==> config.mk <==
export PLATFORM = sky130hd
export DESIGN_NAME = calc2_req_sequencer_flat
export DESIGN_NICKNAME = d
export VERILOG_FILES = /design/src/rtl/calc2_req_sequencer_if.sv /design/src/rtl/calc2_req_sequencer.sv /design/src/flat_wrapper.sv
export SDC_FILE = /design/constraint.sdc
export NUM_CORES = 1
export LEC_CHECK = 0
export ABC_AREA = 1
export CAP_MARGIN = 20
export CORE_MARGIN = 2
export CORE_UTILIZATION = 35
export DETAILED_ROUTE_END_ITERATION = 12
export DONT_BUFFER_PORTS = 1
export GPL_TIMING_DRIVEN = 0
export SETUP_SLACK_MARGIN = 0.3
export SYNTH_ARGS = -nofsm -noshare
export SYNTH_HDL_FRONTEND = slang
export SYNTH_SLANG_ARGS = --single-unit
==> constraint.sdc <==
create_clock -name c_clk -period 1.9 [get_ports c_clk]
set_input_delay 0.095 -clock c_clk [delete_from_list [all_inputs] [get_ports c_clk]]
set_output_delay 0.095 -clock c_clk [all_outputs]
set_load 0.01 [all_outputs]
==> src/rtl/calc2_req_sequencer_if.sv <==
// Bundle of signals between the request sequencer and its neighbours:
// the operation handshake, the two-cycle calc2 request bus, the calc2
// response bus, and the result/status outputs.
interface calc2_req_sequencer_if #(
    parameter int DATA_W = 32,
    parameter int TAG_W  = 2
);
    logic                    op_valid;
    logic                    op_ready;
    logic [3:0]              op_cmd;
    logic [DATA_W-1:0]       op_a;
    logic [DATA_W-1:0]       op_b;
    logic [3:0]              req_cmd_out;
    logic [DATA_W-1:0]       req_data_out;
    logic [TAG_W-1:0]        req_tag_out;
    logic [1:0]              dut_resp_in;
    logic [DATA_W-1:0]       dut_data_in;
    logic [TAG_W-1:0]        dut_tag_in;
    logic                    res_valid;
    logic [1:0]              res_resp;
    logic [DATA_W-1:0]       res_data;
    logic [TAG_W-1:0]        res_tag;
    logic [(1<<TAG_W)-1:0]   busy_tags;
    logic                    spurious_err;

    // Sequencer side
    modport slave (
        input  op_valid, op_cmd, op_a, op_b,
        input  dut_resp_in, dut_data_in, dut_tag_in,
        output op_ready, req_cmd_out, req_data_out, req_tag_out,
        output res_valid, res_resp, res_data, res_tag, busy_tags, spurious_err
    );

    // Operation source / calc2 side
    modport master (
        output op_valid, op_cmd, op_a, op_b,
        output dut_resp_in, dut_data_in, dut_tag_in,
        input  op_ready, req_cmd_out, req_data_out, req_tag_out,
        input  res_valid, res_resp, res_data, res_tag, busy_tags, spurious_err
    );
endinterface

==> src/rtl/calc2_req_sequencer.sv <==
// Issue stage for one calc2 request port: takes whole operations, tags them,
// serialises them as cmd/op A then op B, and matches responses or timeouts
// back to the outstanding tags.
//
//  state  | meaning
//  IDLE   | request bus idle, may accept an op when a tag is free
//  SEND1  | driving cmd + op A with the allocated tag
//  SEND2  | driving cmd 0 + op B; tag timer starts here
module calc2_req_sequencer #(
    parameter int DATA_W  = 32,
    parameter int TAG_W   = 2,
    parameter int TIMEOUT = 64
) (
    input logic                  c_clk,
    input logic                  reset,
    calc2_req_sequencer_if.slave bus
);
    localparam int NTAG  = 1 << TAG_W;
    localparam int TMR_W = $clog2(TIMEOUT + 1);
    localparam logic [TMR_W-1:0] TMR_MAX = TMR_W'(TIMEOUT);
    localparam logic [TMR_W-1:0] TMR_ONE = TMR_W'(1);

    localparam logic [1:0] S_IDLE  = 2'd0;
    localparam logic [1:0] S_SEND1 = 2'd1;
    localparam logic [1:0] S_SEND2 = 2'd2;

    localparam logic [1:0] RESP_TIMEOUT = 2'd3;

    logic [1:0]        state, state_next;
    logic [TAG_W-1:0]  cur_tag;
    logic [DATA_W-1:0] op_b_q;
    logic [NTAG-1:0]   busy, busy_next;
    logic [TMR_W-1:0]  timer [NTAG];

    logic              accept;
    logic              resp_any;
    logic              resp_hit;
    logic              exp_any;
    logic              fire_to;
    logic [TAG_W-1:0]  exp_tag;
    logic [TAG_W-1:0]  alloc_tag;

    assign accept   = bus.op_valid & bus.op_ready;
    assign resp_any = (bus.dut_resp_in != 2'd0);
    assign resp_hit = resp_any & busy[bus.dut_tag_in];
    // A real response owns the result slot; an expired tag waits saturated.
    assign fire_to  = exp_any & ~resp_hit;
    assign bus.busy_tags = busy;

    // Lowest expired tag and lowest free tag (scan downwards so lowest wins).
    always_comb begin
        exp_any   = 1'b0;
        exp_tag   = '0;
        alloc_tag = '0;
        for (int t = NTAG - 1; t >= 0; t--) begin
            if (busy[t] && (timer[t] == TMR_MAX)) begin
                exp_any = 1'b1;
                exp_tag = TAG_W'(t);
            end
            if (!busy[t]) begin
                alloc_tag = TAG_W'(t);
            end
        end
    end

    // Next busy bitmap and next FSM state.
    always_comb begin
        busy_next = busy;
        if (accept) busy_next[alloc_tag] = 1'b1;
        if (resp_hit) busy_next[bus.dut_tag_in] = 1'b0;
        if (fire_to) busy_next[exp_tag] = 1'b0;
        case (state)
            S_IDLE:  state_next = accept ? S_SEND1 : S_IDLE;
            S_SEND1: state_next = S_SEND2;
            default: state_next = S_IDLE;
        endcase
    end

    // FSM, request bus, handshake and result registers.
    always_ff @(posedge c_clk or negedge reset) begin
        if (!reset) begin
            state            <= S_IDLE;
            cur_tag          <= '0;
            op_b_q           <= '0;
            busy             <= '0;
            bus.op_ready     <= 1'b0;
            bus.req_cmd_out  <= 4'd0;
            bus.req_data_out <= '0;
            bus.req_tag_out  <= '0;
            bus.res_valid    <= 1'b0;
            bus.res_resp     <= 2'd0;
            bus.res_data     <= '0;
            bus.res_tag      <= '0;
            bus.spurious_err <= 1'b0;
        end else begin
            state        <= state_next;
            busy         <= busy_next;
            // Tags freed this edge are visible only from the next edge on.
            bus.op_ready <= (state_next == S_IDLE) && (busy_next != '1);

            case (state)
                S_IDLE: begin
                    if (accept) begin
                        cur_tag          <= alloc_tag;
                        op_b_q           <= bus.op_b;
                        bus.req_cmd_out  <= bus.op_cmd;
                        bus.req_data_out <= bus.op_a;
                        bus.req_tag_out  <= alloc_tag;
                    end else begin
                        bus.req_cmd_out  <= 4'd0;
                        bus.req_data_out <= '0;
                        bus.req_tag_out  <= '0;
                    end
                end
                S_SEND1: begin
                    bus.req_cmd_out  <= 4'd0;
                    bus.req_data_out <= op_b_q;
                    bus.req_tag_out  <= cur_tag;
                end
                default: begin
                    bus.req_cmd_out  <= 4'd0;
                    bus.req_data_out <= '0;
                    bus.req_tag_out  <= '0;
                end
            endcase

            bus.res_valid    <= resp_hit | fire_to;
            bus.spurious_err <= resp_any & ~resp_hit;
            if (resp_hit) begin
                bus.res_resp <= bus.dut_resp_in;
                bus.res_data <= bus.dut_data_in;
                bus.res_tag  <= bus.dut_tag_in;
            end else if (fire_to) begin
                bus.res_resp <= RESP_TIMEOUT;
                bus.res_data <= '0;
                bus.res_tag  <= exp_tag;
            end else begin
                bus.res_resp <= 2'd0;
                bus.res_data <= '0;
                bus.res_tag  <= '0;
            end
        end
    end

    // Per-tag timers: 0 = not running; start at 1 as op B goes out,
    // count up and hold at TIMEOUT until the timeout can be reported.
    always_ff @(posedge c_clk or negedge reset) begin
        if (!reset) begin
            for (int t = 0; t < NTAG; t++) timer[t] <= '0;
        end else begin
            for (int t = 0; t < NTAG; t++) begin
                if ((resp_hit && (bus.dut_tag_in == TAG_W'(t))) ||
                    (fire_to && (exp_tag == TAG_W'(t)))) begin
                    timer[t] <= '0;
                end else if ((state == S_SEND1) && (cur_tag == TAG_W'(t)) && busy[t]) begin
                    timer[t] <= TMR_ONE;
                end else if ((timer[t] != '0) && (timer[t] != TMR_MAX)) begin
                    timer[t] <= timer[t] + TMR_ONE;
                end
            end
        end
    end
endmodule

==> src/flat_wrapper.sv <==
// flat-port wrapper written by rule: the top's interface ports become plain ports
module calc2_req_sequencer_flat 
#(
    parameter int DATA_W  = 32,
    parameter int TAG_W   = 2,
    parameter int TIMEOUT = 64
)
  (c_clk, reset, bus_op_valid, bus_op_cmd, bus_op_a, bus_op_b, bus_dut_resp_in, bus_dut_data_in, bus_dut_tag_in, bus_op_ready, bus_req_cmd_out, bus_req_data_out, bus_req_tag_out, bus_res_valid, bus_res_resp, bus_res_data, bus_res_tag, bus_busy_tags, bus_spurious_err);
  calc2_req_sequencer_if #(.DATA_W(DATA_W), .TAG_W(TAG_W)) bus_i ();
  input logic c_clk;
  input logic reset;
  input wire logic [$bits(bus_i.op_valid)-1:0] bus_op_valid;
  input wire logic [$bits(bus_i.op_cmd)-1:0] bus_op_cmd;
  input wire logic [$bits(bus_i.op_a)-1:0] bus_op_a;
  input wire logic [$bits(bus_i.op_b)-1:0] bus_op_b;
  input wire logic [$bits(bus_i.dut_resp_in)-1:0] bus_dut_resp_in;
  input wire logic [$bits(bus_i.dut_data_in)-1:0] bus_dut_data_in;
  input wire logic [$bits(bus_i.dut_tag_in)-1:0] bus_dut_tag_in;
  output wire logic [$bits(bus_i.op_ready)-1:0] bus_op_ready;
  output wire logic [$bits(bus_i.req_cmd_out)-1:0] bus_req_cmd_out;
  output wire logic [$bits(bus_i.req_data_out)-1:0] bus_req_data_out;
  output wire logic [$bits(bus_i.req_tag_out)-1:0] bus_req_tag_out;
  output wire logic [$bits(bus_i.res_valid)-1:0] bus_res_valid;
  output wire logic [$bits(bus_i.res_resp)-1:0] bus_res_resp;
  output wire logic [$bits(bus_i.res_data)-1:0] bus_res_data;
  output wire logic [$bits(bus_i.res_tag)-1:0] bus_res_tag;
  output wire logic [$bits(bus_i.busy_tags)-1:0] bus_busy_tags;
  output wire logic [$bits(bus_i.spurious_err)-1:0] bus_spurious_err;
  assign bus_i.op_valid = bus_op_valid;
  assign bus_i.op_cmd = bus_op_cmd;
  assign bus_i.op_a = bus_op_a;
  assign bus_i.op_b = bus_op_b;
  assign bus_i.dut_resp_in = bus_dut_resp_in;
  assign bus_i.dut_data_in = bus_dut_data_in;
  assign bus_i.dut_tag_in = bus_dut_tag_in;
  assign bus_op_ready = bus_i.op_ready;
  assign bus_req_cmd_out = bus_i.req_cmd_out;
  assign bus_req_data_out = bus_i.req_data_out;
  assign bus_req_tag_out = bus_i.req_tag_out;
  assign bus_res_valid = bus_i.res_valid;
  assign bus_res_resp = bus_i.res_resp;
  assign bus_res_data = bus_i.res_data;
  assign bus_res_tag = bus_i.res_tag;
  assign bus_busy_tags = bus_i.busy_tags;
  assign bus_spurious_err = bus_i.spurious_err;
  calc2_req_sequencer #(.DATA_W(DATA_W), .TAG_W(TAG_W), .TIMEOUT(TIMEOUT)) u_core (.c_clk(c_clk), .reset(reset), .bus(bus_i));
endmodule
### Word-level counts from Yosys, hierarchy flattened

Cells that the tools add are included.

| storage, ports and cells | value |
|---|---|
| bits in registers | 145 |
| latch bits | 0 |
| RAM bits | 0 |
| bits in read-only memories | 0 |
| input port bits | 107 |
| output and inout bits | 81 |
| word-level logic and storage cells | 152 |
| memories kept | 0 |

| operators by class | value |
|---|---|
| add/sub/neg operators | 4 |
| multipliers | 0 |
| divide/modulo/power cells | 0 |
| magnitude comparators | 6 |
| eq/ne operators | 19 |
| shifts and indexed selects | 0 |
| muxes and demuxes | 48 |
| bitwise operators | 11 |
| reductions and logical operators | 47 |

Operator list:

| cell | count |
|---|---|
| 7-bit 2-to-1 mux | 12 |
| 32-bit 2-to-1 mux | 2 |
| 32-bit case mux with 2 select lines | 1 |
| 7-bit by 1-bit adder with 7-bit output, second input constant | 4 |
| 7-bit equality test, second input constant | 4 |
| 1-bit logical AND | 28 |
| 7-bit != test, second input constant | 4 |
| 7-bit nonzero test | 4 |
| 2-bit 2-to-1 mux | 13 |
| 4-bit 2-to-1 mux | 5 |
| 2-bit equality test, second input constant | 6 |
| 3-bit nonzero test | 4 |
| 2-bit logical NOT | 5 |
| 2-bit by 3-bit < comparator with 1-bit output, second input constant | 3 |
| 1-bit 2-to-1 mux | 9 |
| 4-bit bitwise AND | 2 |
| 2-bit by 1-bit equality test with 1-bit output, second input constant | 4 |
| 4-bit NOT | 2 |
| 2-bit case mux with 2 select lines | 2 |
| 1-bit demux with 2-bit select | 3 |
| 2-bit by 1-bit >= comparator with 1-bit output, second input constant | 3 |
| 1-bit bitwise AND | 4 |
| 1-bit logical OR | 4 |
| 4-bit != test, second input constant | 1 |
| 6 further kinds | 6 |

### Logic depth before layout (Yosys ltp)

Gate-level depths: netlist of run 1.

| depth | value |
|---|---|
| word-level depth | 16 |
| gate-level depth with buffers | 12 |
| gate-level depth less buffers | 12 |

### Worst setup path after synthesis of run 1

OpenSTA, ideal clock, no wires.

| timing path | value |
|---|---|
| kind | register to register |
| start point | reg u_core.timer[21] (netlist name) |
| end point | reg u_core.bus.op_ready |
| library setup time | 119 ps |
| data arrival time | 1394 ps |
| required time | 1781 ps |
| path slack | 387 ps |
| cell stages (with the launch flop) | 12 |
| buffers on the path | 0 |
| clock period less this slack | 1513 ps |
| cell sequence | dfrtp_1 inv_1 ha_1 nand3_2 nor2_2 nor2_1 nand3_4 nand2_4 nor2_4 nand2_1 nor2_1 nor2_1 |

| between the ends | value |
|---|---|
| cells in the longest elaborated chain, start to end | 12 |
| elaborated cells on any way between the ends | 15 |
| classes of those cells | order compare: 2; eq/ne: 2; mux: 5; bitwise: 3; reduce/logical: 3 |

RTL lines:

| element | RTL line | RTL |
|---|---|---|
| from (decl) | calc2_req_sequencer.sv:33 | `logic [TMR_W-1:0] timer [NTAG];` |
| from (signal, indexed assignment) | calc2_req_sequencer.sv:158 | `timer[t] <= timer[t] + TMR_ONE;` |
| 7-bit equality test (*) | calc2_req_sequencer.sv:56 | `if (busy[t] && (timer[t] == TMR_MAX)) begin` |
| 1-bit logical AND (*) | calc2_req_sequencer.sv:56 |  |
| 2-bit 2-to-1 mux | calc2_req_sequencer.sv:56 |  |
| 2-bit by 3-bit < comparator with 1-bit output (implied by the code) or 2-bit by 1-bit >= comparator with 1-bit output (tied branches) | calc2_req_sequencer.sv:71 | `if (fire_to) busy_next[exp_tag] = 1'b0;` |
| 1-bit logical AND (implied by the code) | calc2_req_sequencer.sv:71 |  |
| 1-bit 2-to-1 mux (implied by the code) | calc2_req_sequencer.sv:71 |  |
| 1-bit demux with 2-bit select | -- |  |
| 4-bit NOT (no line) | -- |  |
| 4-bit bitwise AND (no line) | -- |  |
| 4-bit 2-to-1 mux (*) | calc2_req_sequencer.sv:71 |  |
| via u_core.busy_next[2] | calc2_req_sequencer.sv:32 | `logic [NTAG-1:0] busy, busy_next;` |
| 4-bit != test (*) | calc2_req_sequencer.sv:99 | `bus.op_ready <= (state_next == S_IDLE) && (busy_next != '1);` |
| 1-bit logical AND (*) | calc2_req_sequencer.sv:99 |  |
| to (signal assigned) | calc2_req_sequencer.sv:99 |  |
| to (decl) | calc2_req_sequencer_if.sv:30 | `output op_ready, req_cmd_out, req_data_out, req_tag_out,` |

Mark *: on every way through the listed nets, which the timed path passes. The rest lies on a longest branch.
A chain may end at the register's enable or synchronous reset.

### Final worst setup path of run 1

| timing path | value |
|---|---|
| start point | reg u_core.timer[1] (netlist name) |
| end point | reg u_core.bus.res_tag[0] |

| between the ends | value |
|---|---|
| cells in the longest elaborated chain, start to end | 9 |
| elaborated cells on any way between the ends | 13 |
| classes of those cells | eq/ne: 1; mux: 10; bitwise: 1; reduce/logical: 1 |

RTL lines:

| element | RTL line | RTL |
|---|---|---|
| 7-bit equality test (*) | calc2_req_sequencer.sv:56 |  |
| 1-bit logical AND (*) | calc2_req_sequencer.sv:56 |  |
| 1-bit 2-to-1 mux (4 in a row) | calc2_req_sequencer.sv:56 |  |
| 1-bit bitwise AND | calc2_req_sequencer.sv:47 | `assign fire_to = exp_any & ~resp_hit;` |
| 2-bit 2-to-1 mux (*) | calc2_req_sequencer.sv:133 | `end else if (fire_to) begin` |
| 2-bit 2-to-1 mux (*) | calc2_req_sequencer.sv:129 | `if (resp_hit) begin` |
| to (signal assigned) | calc2_req_sequencer.sv:132 | `bus.res_tag <= bus.dut_tag_in;` |
| to (signal assigned) | calc2_req_sequencer.sv:136 | `bus.res_tag <= exp_tag;` |
| to (decl) | calc2_req_sequencer_if.sv:31 | `output res_valid, res_resp, res_data, res_tag, busy_tags, spurious_err` |

Every way passes the cells marked *; elsewhere a longest branch is shown, timed or not.

==> reports/metrics.cfg, run 1 <==
[run_status]
outcome = finished with violations
failed_checks = hold timing

[sta]
max_slew_margin_pct = 66.08
hold_violations = 145
timing.fmax_mhz = 593.4
hold_slack_ns = -0.6369
skew_ns = 0.008445
finalCritPeriodShare_pct = 88.70
fin_crit_ns = 1.685
worst_pin_slew_ns = 0.5088
rsz0062_at_grt = true
tns_ns = 0
finalMaxSlewViolations = 0
setup_viol = 0

[hold_path]
hold_path.class = in -> async

[route]
wl_per_cell_um = 15.91
drt_iter0_drc = 198
via_per_inst = 4.753
vias = 4710
drt_wl_total_mm = 15.77
dr.pass1.iters = 5
ant_nets = 0
drc = 0

[logic_synthesis]
async_flop_share_pct = 100.0
synth.ff_latch_count = 145
synth_edf_count = 0
avgSynthCellArea_um2 = 9.827
yosys_most_used_dff = dfrtp_1
seq_area_frac_synth_pct = 60.53
yosys_warnings = 0
synth_cells = 610
synth_area_um2 = 5994
syn_nets = 725
yosys-top-cells-area = dfrtp_1 (61%), nand2_1 (8.5%), inv_1 (5.1%)
synth_area_leader_cell = dfrtp_1
synth_top_cell_area_share_pct = 60.53
ys_types = 36

[critical_path]
path_class = reg -> reg
path_buf_inv = 7
r2r_end = u_core.bus.res_tag[0]$_DFF_PN0_
ff2ff_setup_slack_ns = 0.21
rr_worst_depth = 12
start_kind = register
critPathCaptureType = register
worst_ep_required_time_ns = 2.18
crit_family = buffers and inverters
r2r_start = u_core.timer[1]$_DFFE_PN0P_
cp_slowest_stage_delay_ns = 0.36
critPathArrivalTime_ns = 1.97
path_max_fanout = 2
crit_top_cell = buf_4
crit_chain = inv_2 -> ha_4 -> inv_2 -> nor2_4 -> nand4_1 -> inv_2 -> buf_4 -> buf_4 -> buf_4 -> buf_4 -> a31oi_1 -> o22ai_1
cp_slowest_cell = dfrtp_1

[clock_tree]
cts.sinks = 145
cts_tree = yes
h-tree-depth = 4
path_clk_slew_ns = 0.06
cts_root_buf = clkbuf_16
cts.path.max_buffers = 2
clkLatencyLatePin_ns = 0.42
cts_buffers = 17

[final_layout]
antennaDiodeCount = 0
layout_common_cells = dfrtp_1 (141), nand2_1 (128), dlygate4sd3_1 (105)
post-route-util_pct = 50.02
drive_above_1_share_pct = 17.90
instances_no_fill = 991
final_common_cell = dfrtp_1
final_nets = 873
post-route-cell-area_um2 = 8324
area_growth_pct = 38.86
n_fill_cell = 1428

[global_routing]
antenna_found_initial = 0
track_usage_pct = 17.78
grt_pass1_wl_mm = 24.83
gr-total-overflow = 0
grt_pass1_vias = 4861
grt_max_degree = 146

[place]
gp_congestion = 0.8096
port_buffers = 0
placed_cell_area_um2 = 6270
post-place-cells = 830
place_hpwl_mm = 10.07

[power]
ir_worst_vdd_mv = 0.7827
power_leakage_nw = 4.234
pwr_density_cell_nw_per_um2 = 1454

[floorplanning]
coreArea_um2 = 16640
start_util_pct = 36.02
rows = 47
die_height_um = 134.9
num_io_pins = 188
die_area_um2 = 18190
dieWidth_um = 134.9

[job]
cap_violations = 0

## logic make-up (layout without fill, tap and decap cells)
| family | count (synthesis) | in the layout | share of synthesized area, % |
|---|---|---|---|
| AOI/OAI and AO/OA | 64 | 64 | 7.911 |
| buffers and inverters | 103 | 264 | 6.825 |
| and+or+nand+nor | 276 | 276 | 21.02 |
| DFF | 145 | 145 | 60.53 |
| xor gates and xnor gates | 14 | 14 | 2.045 |
| adders and majority gates | 8 | 8 | 1.670 |
## Yosys cell counts, types with 2 or more instances
| cell type | instances |
|---|---|
| a211oi_1 | 2 |
| a21oi_1 | 8 |
| a22o_1 | 32 |
| a31oi_1 | 2 |
| buf_2 | 8 |
| clkbuf_1 | 7 |
| dfrtp_1 | 145 |
| ha_1 | 8 |
| inv_1 | 82 |
| inv_2 | 3 |
| nand2_1 | 135 |
| nand2_2 | 4 |
| nand2_4 | 4 |
| nand3_1 | 20 |
| nand3_2 | 4 |
| nand3_4 | 2 |
| nand4_1 | 9 |
| nor2_1 | 82 |
| nor2_2 | 3 |
| nor2_4 | 2 |
| nor3_1 | 4 |
| nor3_2 | 5 |
| o21ai_0 | 11 |
| o21ai_1 | 3 |
| o21ai_2 | 2 |
| xnor2_1 | 4 |
| xor2_1 | 10 |
## power by group
part           internal (mW)  switching [mW]  total, mW  leakage [nW]
clock network           2.26            1.35       3.61         0.306
registers               4.13           0.974       5.10          1.87
logic                   1.48            1.91       3.39          2.05
## final cells by class
type | instances | area, um2 | share of cell area, %
multi-input combinational | 362 | 2106 | 25.30
timing repair buffer | 129 | 1235 | 14.84
tap | 220 | 275.3 | 3.307
sequential | 145 | 3633 | 43.65
inverter | 86 | 327.8 | 3.938
buffer | 17 | 107.6 | 1.293
clock buffer | 19 | 442.9 | 5.321
clock inverter | 13 | 196.4 | 2.360
## registers in the layout, indices dropped and copies added (netlist names)
name / count
u_core.bus.req_tag_out: 2
u_core.bus.res_data: 32
u_core.bus.req_data_out: 32
u_core.bus.res_valid: 1
u_core.cur_tag: 2
u_core.bus.op_ready: 1
u_core.bus.spurious_err: 1
u_core.bus.res_resp: 2
u_core.op_b_q: 32
u_core.state: 2
u_core.bus.res_tag: 2
u_core.bus.req_cmd_out: 4
u_core.bus.busy_tags: 4
u_core.timer: 28
## layer usage
layer | up-vias | part of all wire, % | global-route usage (%) | routed length, um
met5 | - | 0 | 0 | 0
met4 | 0 | 1.4 | 5.848 | 215
met3 | 20 | 9.5 | 7.357 | 1504
met2 | 194 | 51 | 30.34 | 8040
met1 | 2275 | 38 | 20.21 | 6004
li1 | 2221 | - | - | -
## per-stage QoR
stage,power (mW),setup slack (ns),hold WS [ns]
6_report,12.11,0.2147,-0.6369
5_1_grt,12.92,0.08221,-0.6669
4_1_cts,11.95,0.2458,-0.6493
3_5_place_dp,7.820,0.01723,-0.1966
3_3_place_gp,7.679,0.06244,-0.1969
2_1_floorplan,6.992,0.3872,-0.2006
## how the worst max path moves through the flow
stage	depth (start not counted)	endpoint	slack (ns)	start
2_1_floorplan	11	u_core.bus.op_ready$_DFF_PN0_	0.39	u_core.timer[21]$_DFFE_PN0P_
3_3_place_gp	7	u_core.op_b_q[23]$_DFFE_PN0P_	0.06	u_core.bus.op_ready$_DFF_PN0_
3_5_place_dp	7	u_core.op_b_q[23]$_DFFE_PN0P_	0.02	u_core.bus.op_ready$_DFF_PN0_
4_1_cts	11	u_core.timer[4]$_DFFE_PN0P_	0.25	u_core.timer[0]$_DFFE_PN0P_
5_1_grt	11	u_core.timer[1]$_DFFE_PN0P_	0.08	u_core.timer[0]$_DFFE_PN0P_
6_report	12	u_core.bus.res_tag[0]$_DFF_PN0_	0.21	u_core.timer[1]$_DFFE_PN0P_
## timing repair
item	CTS	global route
hold buffers	104	1
resized for setup	35	30
pin swaps	12	13
buffers inserted	15	9
endpoints found under the hold margin	250	146
setup endpoints to repair	113	69
Power figures use the tool's default switching activity.
==> run 2, diff against run 1 <==
ABC_AREA = 0   (was 1)
==> run 2 against run 1 <==
Against the previous run: the run still ends with hold timing left; global-route usage fell by 0.58 points; utilization increased by 2.9 points; via count shrank 11%; final cell count down 15%; worst setup slack worse by 0.090 ns; clock skew down 0.0028 ns; sequential power is 4% higher; largest power group unchanged.
==> reports/metrics.cfg, run 2 <==
[run_status]
outcome = finished with violations
failed_checks = hold timing

[power]
ir_worst_vdd_mv = 0.7178  ; -8.3%
p_int_mw = 8.231  ; +4.6%
seqPwrFrac_pct = 42.7  ; +0.6 points
combPwrFrac_pct = 32.4  ; +4.4 points
pwr_density_cell_nw_per_um2 = 1463  ; +0.57%
p_sw_mw = 4.145  ; -2.2%
power_leakage_nw = 3.813  ; -9.9%
clkPwrFrac_pct = 24.9  ; -4.9 points
swShare_pct = 33.49  ; -1.5 points

[job]
cap_violations = 0  ; unchanged

[route]
drt_iter0_drc = 159  ; -20%
drc = 0  ; unchanged
drt_wl_total_mm = 15.29  ; -3.0%
via_per_inst = 4.955  ; +4.3%
vias = 4187  ; -11%
dr.pass1.iters = 5  ; unchanged
ant_nets = 0  ; unchanged
wl_per_cell_um = 18.09  ; +14%

[sta]
fin_crit_ns = 1.775  ; +0.08966 ns
worst_pin_slew_ns = 0.7278  ; +0.2191 ns
max_slew_margin_pct = 51.38  ; -15 points
hold_slack_ns = -0.6275  ; +0.009476 ns
worst_slack_ns = 0.1251  ; -0.08966 ns
hold_violations = 145  ; unchanged
skew_ns = 0.005671  ; -0.002775 ns
rsz0062_at_grt = true
setup_viol = 0  ; unchanged
finalMaxSlewViolations = 0  ; unchanged
finalCritPeriodShare_pct = 93.42  ; +4.7 points
timing.fmax_mhz = 563.4  ; -5.1%

[logic_synthesis]
syn_nets = 569  ; -22%
seq_area_frac_synth_pct = 62.93  ; +2.4 points
synth.ff_latch_count = 145  ; unchanged
ys_types = 46  ; +28%
synth_area_leader_cell = dfrtp_1
avgSynthCellArea_um2 = 12.70  ; +29%
synthXorXnorAreaFrac_pct = 3.646  ; +1.6 points
async_flop_share_pct = 100.0  ; unchanged
synth_top_cell_area_share_pct = 62.93  ; +2.4 points
synth_simple_gate_area_share_pct = 13.35  ; -7.7 points
synth_area_um2 = 5766  ; -3.8%
ys_top_cells_by_count = dfrtp_1 (145), nor2_1 (39), and2_1 (38)
yosys_most_used_dff = dfrtp_1
synth-adder-area-share_pct = 1.736  ; +0.066 points
synth_top_family_by_area = simple AND/OR/NAND/NOR gates
yosys_warnings = 0  ; unchanged
yosys-top-cells-area = dfrtp_1 (63%), mux2_2 (5.9%), a22o_1 (4.9%)
synth_cells = 454  ; -26%
synth_edf_count = 0  ; unchanged
synthMuxAreaShare_pct = 6.684  ; +6.7 points
synth_compound_area_share_pct = 9.635  ; +1.7 points
synthMostInstantiatedCell = dfrtp_1

[critical_path]
worst_ep_required_time_ns = 2.18  ; about the same
path_class = reg -> reg
start_kind = register
critPathCaptureType = register
critPathArrivalTime_ns = 2.06  ; +0.09 ns
path_max_fanout = 8  ; +6

[place]
gp_congestion = 0.7530  ; -7.0%
post-place-cells = 670  ; -19%
port_buffers = 0  ; unchanged
place_hpwl_mm = 9.007  ; -11%
dp_slack_ns = -0.3001  ; -0.3174 ns

[clock_tree]
h-tree-depth = 4  ; unchanged
cts.path.max_buffers = 2  ; unchanged
cts_tree = yes
cts.sinks = 145  ; unchanged
ctsHoldBuffers = 104  ; unchanged
cts_buffers = 17  ; unchanged
clkLatencyLatePin_ns = 0.42  ; about the same
path_clk_slew_ns = 0.06  ; about the same
cts_root_buf = clkbuf_16

[final_layout]
antennaDiodeCount = 0  ; unchanged
final_common_cell = dfrtp_1
final_nets = 731  ; -16%
reg_top3 = u_core.bus.req_data_out x32, u_core.bus.res_data x32, u_core.op_b_q x32
post-route-util_pct = 52.89  ; +2.9 points
instances_no_fill = 845  ; -15%
layout_common_cells = dfrtp_1 (141), dlygate4sd3_1 (104), a22o_1 (32)
drive_above_1_share_pct = 32.27  ; +14 points
n_fill_cell = 1371  ; -4.0%
area_growth_pct = 46.77

[global_routing]
antenna_found_initial = 0  ; unchanged
gr-total-overflow = 0  ; unchanged
grt_pass1_vias = 4482  ; -7.8%
track_usage_pct = 17.20  ; -0.58 points
grt_max_degree = 146  ; unchanged
grt_pass1_wl_mm = 23.54  ; -5.2%

[floorplanning]
dieWidth_um = 132.3  ; -1.9%
rows = 46  ; -2.1%
die_area_um2 = 17520  ; -3.7%
start_util_pct = 36.03  ; about the same
die_height_um = 132.3  ; -1.9%
num_io_pins = 188  ; unchanged
coreArea_um2 = 16000  ; -3.9%

[hold_path]
hold_path.class = in -> async

[run 2: power groups by stage]
stage | registers (mW) | clock network [mW] | logic (mW)
after floorplan | 5.00 | 0 | 2.15
after global placement | 5.25 | 0 | 2.56
after detailed placement | 5.27 | 0 | 2.66
after CTS | 5.25 | 3.16 | 3.36
after global routing | 5.42 | 3.31 | 4.39
final | 5.28 | 3.08 | 4.01
[run 2: cell type report]
type	instances	area, um2	area share [%]
buffer	17	156.4	1.848
multi-input combinational	280	2390	28.24
sequential	145	3633	42.94
inverter	11	41.29	0.4879
clock inverter	13	116.4	1.375
tap	216	270.3	3.194
timing repair buffer	144	1421	16.80
clock buffer	19	432.9	5.116
[run 2: path summary, 6_finish.rpt]
path                                                    from                                 to  slack (ns)  cells after the start
setup / recovery           u_core.bus.busy_tags[3]$_DFF_PN0_        u_core.timer[0]$_DFFE_PN0P_        0.13                      6
hold / removal                                         reset  u_core.bus.spurious_err$_DFF_PN0_       -0.63                      0
setup reg to reg           u_core.bus.busy_tags[3]$_DFF_PN0_        u_core.timer[0]$_DFFE_PN0P_        0.13                      6
hold reg to reg                 u_core.op_b_q[5]$_DFFE_PN0P_       u_core.op_b_q[5]$_DFFE_PN0P_        0.49                      1
max in group asynchronous                              reset      u_core.op_b_q[12]$_DFFE_PN0P_        2.32                      0
min in group c_clk                         bus_dut_tag_in[1]    u_core.bus.res_tag[1]$_DFF_PN0_        0.03                      3
[run 2: layer usage]
layer	global-route usage [%]	share of wire (%)	up-vias
met3	6.767	8.6	23
met4	6.571	1.9	0
li1	-	-	1886
met1	19.39	38	2086
met5	0	0	-
met2	29.36	52	192
[run 2: stage by stage]
stage | instance area (um2) | setup TNS (ns) | power, mW
after CTS | 8055 | 0 | 11.77
after floorplan | 5776 | 0 | 7.155
after detailed placement | 6046 | -10.46 | 7.936
after global routing | 8462 | 0 | 13.12
after global placement | 6046 | -9.946 | 7.804
final | 8462 | 0 | 12.38
[run 2: logic make-up (layout without fill, tap and decap cells)]
family          after synthesis  count (layout)
simple gates                145             145
compound gates               69              69
mux                          34              34
flops                       145             145
buf+inv                      29             204
xor+xnor                     24              24
fa+ha+maj                     8               8
[run 2: worst max-delay path, cell delays in order (launching register included)]
cell       delay (ns)
dfrtp_2          0.44
buf_6            0.13
mux2_4           0.30
o2bb2ai_4        0.16
buf_8            0.19
o31ai_4          0.34
a21oi_1          0.08
[run 2: what timing repair did]
action,4_1_cts,5_1_grt
buffers inserted,18,18
endpoints found under the setup margin,141,118
gates cloned,4,0
resized for setup,66,88
pin swaps,11,53
endpoints found under the hold margin,250,145
==> run 3, diff against run 2 <==
CORE_MARGIN = unset   (was 2)
==> run 3 against run 2 <==
Against the previous run: the run still ends with hold timing left; non-clock buffer count decreased by 2; sequential share of layout area decreased by 0.32 points; fmax decreased by 0.65%; sequential power about the same; first-iteration DRC count decreased by 7.5%; critical path depth increased by 2; highest routed layer unchanged; hold slack improved by 0.0022 ns; count of clock-buffer cells in the layout unchanged.
==> reports/metrics.cfg, run 3 (synthesized netlist as in run 2, its figures left out) <==
[route]
drt_iter0_drc = 147  ; -7.5%
wl_per_cell_um = 17.90  ; -1.1%
drt_wl_total_mm = 15.09  ; -1.3%
vias = 4150  ; -0.88%
ant_nets = 0  ; unchanged
via_per_inst = 4.923  ; -0.65%
drc = 0  ; unchanged
dr.pass1.iters = 4  ; -1

[power]
ir_worst_vdd_mv = 0.7414  ; +3.3%
pwr_density_cell_nw_per_um2 = 1521  ; +4.0%
power_leakage_nw = 3.861  ; +1.2%
total_power_mw = 12.96  ; +4.7%

[floorplanning]
die_area_um2 = 16990  ; -3.0%
start_util_pct = 36.03  ; unchanged
num_io_pins = 188  ; unchanged
rows = 46  ; unchanged
dieWidth_um = 130.3  ; -1.5%
coreArea_um2 = 16000  ; unchanged
die_height_um = 130.3  ; -1.5%

[clock_tree]
cts_root_buf = clkbuf_16
cts.sinks = 145  ; unchanged
cts.path.max_buffers = 2  ; unchanged
h-tree-depth = 4  ; unchanged
cts_tree = yes
path_clk_slew_ns = 0.06  ; about the same
clkLatencyLatePin_ns = 0.41  ; about the same
ctsHoldBuffers = 105  ; +0.96%
cts_buffers = 17  ; unchanged

[sta]
finalCritPeriodShare_pct = 94.03  ; +0.61 points
finalMaxSlewViolations = 0  ; unchanged
hold_slack_ns = -0.6253  ; +0.002199 ns
skew_ns = 0.007047  ; +0.001376 ns
max_slew_margin_pct = 49.97  ; -1.4 points
setup_viol = 0  ; unchanged
worst_pin_slew_ns = 0.7489  ; +0.02110 ns
hold_violations = 145  ; unchanged
fin_crit_ns = 1.787  ; +0.01161 ns
rsz0062_at_grt = true
timing.fmax_mhz = 559.7  ; -0.65%

[hold_path]
hold_path.class = in -> async

[global_routing]
grt_max_degree = 146  ; unchanged
gr-total-overflow = 0  ; unchanged
grt_pass1_wl_mm = 22.92  ; -2.6%
track_usage_pct = 18.11  ; +0.91 points
antenna_found_initial = 0  ; unchanged
grt_pass1_vias = 4435  ; -1.0%

[critical_path]
critPathCaptureType = register
path_max_fanout = 2  ; -6
start_kind = register
worst_ep_required_time_ns = 2.23  ; +0.05 ns
path_class = reg -> reg
critPathArrivalTime_ns = 2.12  ; +0.06 ns

[job]
cap_violations = 0  ; unchanged

[final_layout]
layout_common_cells = dfrtp_1 (141), dlygate4sd3_1 (105), a22o_1 (32)
antennaDiodeCount = 0  ; unchanged
final_nets = 729  ; -0.27%
post-route-util_pct = 53.28  ; +0.39 points
final_common_cell = dfrtp_1
reg_top3 = u_core.bus.req_data_out x32, u_core.bus.res_data x32, u_core.op_b_q x32
post-route-cell-area_um2 = 8524  ; +0.74%
instances_no_fill = 843  ; -0.24%
drive_above_1_share_pct = 31.42  ; -0.85 points
area_growth_pct = 47.85

[place]
place_hpwl_mm = 8.968  ; -0.44%
placed_cell_area_um2 = 6046  ; unchanged
gp_congestion = 0.7658  ; +1.7%
port_buffers = 0  ; unchanged
post-place-cells = 670  ; unchanged

[run_status]
failed_checks = hold timing
outcome = finished with violations

-- run 3: cell types whose count changed in the layout (fill, tap and decap cells not counted), moves of 3 or more --
cell	before	now
and2_1	12	9
and2_4	26	29
buf_12	0	4
buf_4	20	24
buf_6	21	9
bufinv_16	1	5
inv_1	5	8
inv_2	6	3
nor2_2	8	11
-- run 3: worst paths after layout --
kind / startpoint / endpoint / slack (ns) / depth (start not counted)
min in group c_clk: bus_dut_resp_in[0] / u_core.bus.op_ready$_DFF_PN0_ / 0.04 / 2
max in group asynchronous: reset / u_core.bus.res_data[20]$_DFF_PN0_ / 2.26 / 0
min: reset / u_core.bus.op_ready$_DFF_PN0_ / -0.63 / 0
min reg2reg: u_core.op_b_q[14]$_DFFE_PN0P_ / u_core.bus.req_data_out[14]$_DFF_PN0_ / 0.50 / 1
max: u_core.timer[7]$_DFFE_PN0P_ / u_core.bus.op_ready$_DFF_PN0_ / 0.11 / 8
max reg2reg: u_core.timer[7]$_DFFE_PN0P_ / u_core.bus.op_ready$_DFF_PN0_ / 0.11 / 8
-- run 3: repair_timing --
action | 4_1_cts | 5_1_grt
hold endpoints to repair | 251 | 145
pin swaps | 23 | 35
buffers inserted | 21 | 11
cloned | 4 | 0
setup endpoints to repair | 140 | 117
resized for setup | 90 | 51
-- run 3: metal layers --
metal / track usage (%) / vias up / routed length [um]
met3: 7.134 / 18 / 1345
li1: - / 1876 / -
met1: 19.87 / 2068 / 5791
met4: 7.573 / 0 / 238
met5: 0 / - / 0
met2: 31.20 / 188 / 7717
-- run 3: final cells by class --
| class | count | area (um2) |
|---|---|---|
| Timing Repair Buffer | 141 | 1404 |
| Fill cell | 1309 | 7476 |
| Tap cell | 216 | 270.3 |
| Clock inverter | 13 | 210.2 |
| Inverter | 11 | 41.29 |
| Sequential cell | 145 | 3633 |
| Buffer | 18 | 168.9 |
| Clock buffer | 19 | 442.9 |
| Multi-Input combinational cell | 280 | 2354 |
-- run 3: where the power goes --
part           leakage [nW]  switching, mW  internal [mW]  total [mW]
clock                 0.313           1.29           2.37        3.66
combinational          1.70           1.77           2.25        4.02
sequential             1.85           1.08           4.20        5.28
-- run 3: per-stage QoR --
step                hold slack, ns  setup TNS, ns  setup slack [ns]
detailed placement         -0.1977         -3.562           -0.1379
finish                     -0.6253              0            0.1135
global placement           -0.1979         -2.645           -0.1019
floorplan                  -0.2006              0            0.2169
global route               -0.6586              0           0.06072
CTS                        -0.6528              0           0.09222
-- run 3: critical path: stages, from the launching register on --
cell and delay, ns:
dfrtp_1 0.37, inv_2 0.05, ha_4 0.15, nor2b_4 0.12
and4_4 0.17, or3_4 0.40, buf_6 0.13, a31o_1 0.18
a41oi_2 0.13
